==> src/rtl/freq_div_pkg.sv <==
// rtl/freq_div_pkg.sv - shared defaults and ratio helper for the cascaded divider
package freq_div_pkg;

    localparam int DIGIT_W_DEF    = 4;
    localparam int NUM_STAGES_DEF = 2;

    // Output-pulse spacing in clock cycles for a given preset and direction
    function automatic int ratio_f(input int load, input logic down, input int cw);
        if (down) begin
            return load + 1;
        end
        return (1 << cw) - load;
    endfunction

endpackage

==> src/rtl/div_digit.sv <==
// rtl/div_digit.sv - one loadable up/down counter digit of the divider cascade
module div_digit
    import freq_div_pkg::*;
#(
    parameter int DIGIT_W = DIGIT_W_DEF
) (
    input  logic               CLK,
    input  logic               CLR,
    input  logic               step_in,
    input  logic               down,
    input  logic               load,
    input  logic [DIGIT_W-1:0] d,
    output logic [DIGIT_W-1:0] q,
    output logic               term
);

    logic [DIGIT_W-1:0] q_q;
    logic [DIGIT_W-1:0] q_d;

    always_comb begin
        q_d = q_q;
        if (load) begin
            q_d = d;
        end else if (step_in) begin
            q_d = down ? (q_q - DIGIT_W'(1)) : (q_q + DIGIT_W'(1));
        end
    end

    always_ff @(posedge CLK) begin
        if (CLR) begin
            q_q <= d;
        end else begin
            q_q <= q_d;
        end
    end

    assign q    = q_q;
    assign term = down ? (q_q == '0) : (q_q == '1);

endmodule

==> src/rtl/cascaded_freq_divider.sv <==
// rtl/cascaded_freq_divider.sv - programmable divider built from cascaded counter digits
module cascaded_freq_divider
    import freq_div_pkg::*;
#(
    parameter int  DIGIT_W    = DIGIT_W_DEF,
    parameter int  NUM_STAGES = NUM_STAGES_DEF,
    localparam int CW         = DIGIT_W * NUM_STAGES
) (
    input  logic          CLK,
    input  logic          CLR,
    input  logic          EN,
    input  logic          DOWN,
    input  logic [CW-1:0] LOAD_VAL,
    input  logic          LD_NOW,
    output logic [CW-1:0] Q,
    output logic          CO,
    output logic          QOUT
);

    logic [NUM_STAGES-1:0] dig_term;
    logic [NUM_STAGES-1:0] step;
    logic                  term_all;
    logic                  reload;

    logic dn_q, dn_d;
    logic co_q, co_d;
    logic qout_q, qout_d;

    assign term_all = &dig_term;
    // The preset word itself needs no shadow copy: it is only read at reload instants.
    assign reload   = EN & (LD_NOW | term_all);

    always_comb begin
        step[0] = EN;
        for (int k = 1; k < NUM_STAGES; k++) begin
            step[k] = step[k-1] & dig_term[k-1];
        end
    end

    for (genvar k = 0; k < NUM_STAGES; k++) begin : g_digit
        div_digit #(.DIGIT_W(DIGIT_W)) u_digit (
            .CLK     (CLK),
            .CLR     (CLR),
            .step_in (step[k]),
            .down    (dn_q),
            .load    (reload),
            .d       (LOAD_VAL[k*DIGIT_W +: DIGIT_W]),
            .q       (Q[k*DIGIT_W +: DIGIT_W]),
            .term    (dig_term[k])
        );
    end

    always_comb begin
        dn_d   = dn_q;
        co_d   = 1'b0;
        qout_d = qout_q;
        if (EN) begin
            if (LD_NOW) begin
                dn_d = DOWN;
            end else if (term_all) begin
                dn_d   = DOWN;
                co_d   = 1'b1;
                qout_d = ~qout_q;
            end
        end
    end

    always_ff @(posedge CLK) begin
        if (CLR) begin
            dn_q   <= DOWN;
            co_q   <= 1'b0;
            qout_q <= 1'b0;
        end else begin
            dn_q   <= dn_d;
            co_q   <= co_d;
            qout_q <= qout_d;
        end
    end

    assign CO   = co_q;
    assign QOUT = qout_q;

endmodule

==> config.mk <==
export PLATFORM = sky130hd
export DESIGN_NAME = cascaded_freq_divider
export DESIGN_NICKNAME = d
export VERILOG_FILES = /design/src/rtl/freq_div_pkg.sv /design/src/rtl/div_digit.sv /design/src/rtl/cascaded_freq_divider.sv
export SDC_FILE = /design/constraint.sdc
export NUM_CORES = 1
export LEC_CHECK = 0
export BUFFER_PORTS_ARGS = -buffer_cell sky130_fd_sc_hd__buf_4
export CORE_UTILIZATION = 53
export DETAILED_ROUTE_END_ITERATION = 8
export GPL_ROUTABILITY_DRIVEN = 0
export PLACE_DENSITY_LB_ADDON = 0.08
export REMOVE_ABC_BUFFERS = 1
export SLEW_MARGIN = 20
export SYNTH_ARGS = -nofsm -noshare
export SYNTH_HDL_FRONTEND = slang
export SYNTH_SLANG_ARGS = --single-unit
==> constraint.sdc <==
create_clock -name CLK -period 3.7 [get_ports CLK]
set_input_delay 0.185 -clock CLK [delete_from_list [all_inputs] [get_ports CLK]]
set_output_delay 0.185 -clock CLK [all_outputs]
set_load 0.05 [all_outputs]
==> run metrics <==
run status=finished, final reports clean; GR Overflow Total=0; post-synthesis cell type count=25; CTS tree=yes; Rel. slew slack=53.95%; synthesized instance count=approximately 60; Top Family by Delay on Critical Path=simple AND/OR/NAND/NOR gates; WP data arrival=around 2600 ps; Final setup viols=0; largest family of logic cells by synthesized area=multiplexers; First-pass DRT Iterations=4; Worst Path Required=around 3700 ps; Core Footprint=~1300 um2; average size of a mapped cell=~12 um2; number of global-route vias before repair=around 490; Fin Setup TNS=0 ps; initial antenna violation count=0; Static Leak=approximately 0.45 nW; worst-path fanout max=9; synthesized area=around 750 um2; Min-Delay Path Class=input pin to flop; Max H-tree Level=1; post-synthesis mux area share=between 10% and 20%; crit-path cells=or4_1, mux2i_1, nand2_1, a21boi_2, mux2_4; final WL=around 1.3 mm; largest net degree at the start of global routing=11; placed inst area=roughly 920 um2; Compound-Gate Fraction of Synth Area=under 10%; fin crit period=2521 ps; Achievable Freq=approximately 400 MHz; drt drc=0; hold_buf cts=0; io pins=23; vias per cell=5.250; commonest non-fill, non-tap cell in the layout=buf_4; kind of critical path=flop to flop; most frequent cells in the layout=22 x buf_4, 9 x edfxtp_1, 7 x inv_1; Syn. warnings=0; Max Clock Skew=~0.45 ps; total global-route track usage=21.36%; clk sinks=11; post-CTS sizing=0; CP bufs+invs=0; number of synthesized register bits=11; FILL cells=105; remaining antenna violation count=0; simple-gate share of the synthesized area=around 10%; first-pass GRT wire length=~2.1 mm; Slew @ Worst Pin=686.8 ps; max-cap viol count=0; setup bufs post-CTS=0; HPWL Detailed=1.045 mm; Critical-path top delay cell=a21boi_2; row cnt=13; Worst setup SP type=flop; Seq/Total Area, Yosys=about two fifths; RSZ-0062 raised after global routing=false; PwrDens=about 510 nW/um2; layout cells sized above 1=between 40% and 50%; die height=a little under 40 um; number of diodes=0; Net count, final=around 110; Clock Path Buffers=2; initial core utilization=approximately 57%; CTS Buf Count=3; Via Count=525; wire length per cell=13.29 um; Hold Violations, Final=0; Clock transition at path regs=around 70 ps; CTS root buffer=clkbuf_4; Max VDD drop=around 0.32 mV; port bufs=22; max incr delay on CP=580 ps; die extent in x=39.73 um; P&R area growth vs syn=25.37%; Slew Limit Fails=0; Tcrit/Tclk final=~68%; DIE AREA=between 1500 and 2000 um2; post-synthesis adder-cell area fraction=roughly an eighth; final instance area=945.9 um2; Crit. End Element=flop; xor-xnor portion of the synthesized cell area=6.965%; Worst-Skew Late Latency=around 270 ps; Initial DRC Count=4
[per-layer routing]
layer / vias up / share of wire, % / global-route usage (%)
met5: - / 0 / 0
met2: 17 / 48 / 34.02
met4: 0 / 1.4 / 10.34
li1: 266 / - / -
met3: 2 / 5.0 / 5.682
met1: 240 / 45 / 26.24
[registers in the layout, indices dropped and copies added (netlist names)]
register and cells:
QOUT 1, CO 1, dn_q 1, g_digit.u_digit.q 8
[layout make-up]
cell class | count | area, um2 | share of cell area, %
Inverter | 7 | 26.28 | 2.778
Sequential cell | 11 | 310.3 | 32.80
Tap cell | 15 | 18.77 | 1.984
Clock buffer | 4 | 26.28 | 2.778
Timing Repair Buffer | 22 | 165.2 | 17.46
Multi-Input combinational cell | 41 | 399.1 | 42.20
[cells by family after synthesis]
family,count (synthesis)
AO/OA/AOI/OAI,8
XOR/XNOR,6
adder cells (fa/ha/maj),6
buffers and inverters,9
flip-flops,11
multiplexers,10
AND/OR/NAND/NOR,11
[report_power, final]
part / leakage (nW) / internal [W] / total, W / switching (W)
Clock: 0.0150 / 0.0000418 / 0.0000840 / 0.0000422
Combinational: 0.325 / 0.0000963 / 0.000214 / 0.000118
Sequential: 0.107 / 0.000161 / 0.000185 / 0.0000238
[final timing paths]
path,cells past startpoint,slack [ps],endpoint,start
max,5,1180,g_digit[0].u_digit.q[0]$_DFFE_PP_,g_digit[0].u_digit.q[0]$_DFFE_PP_
min,2,80,QOUT$_SDFFE_PP0P_,CLR
max reg2reg,5,1180,g_digit[0].u_digit.q[0]$_DFFE_PP_,g_digit[0].u_digit.q[0]$_DFFE_PP_
min reg2reg,2,490,QOUT$_SDFFE_PP0P_,QOUT$_SDFFE_PP0P_
[metrics by stage]
step                      cells  hold slack, ps  worst slack (ps)  total power, W  util [%]
after global placement       96           365.3              1167       0.0003962     69.80
after floorplan              59           254.1              1153       0.0003426         -
after CTS                   100           81.97              1154       0.0004852     71.79
after detailed placement     96           364.6              1162       0.0004021     69.80
after global routing        100           79.74             988.6       0.0005112     71.79
final                       100           82.57              1179       0.0004827     71.79
[cell usage after synthesis]
library cell  n  area (um2)
nand2_1       1       3.750
or2_2         1       6.260
and4_2        1       10.01
or3_1         1       6.260
mux2_4        6       90.09
mux2i_1       4       40.04
a21boi_2      1       11.26
a21oi_1       3       15.01
buf_6         1       11.26
xnor2_1       4       35.03
inv_1         7       26.28
or4b_1        1       10.01
nand4_1       1       6.260
nand2b_1      2       12.51
edfxtp_1      9       270.3
nand4b_1      1       8.760
xor2_1        2       17.52
buf_4         1       7.510
fa_1          2       40.04
or4_1         1       7.510
dfxtp_1       2       40.04
ha_1          4       50.05
a21o_1        2       15.01
o21ai_0       2       10.01
nor2_1        1       3.750
No activity file was read; power rests on OpenSTA's default activity.
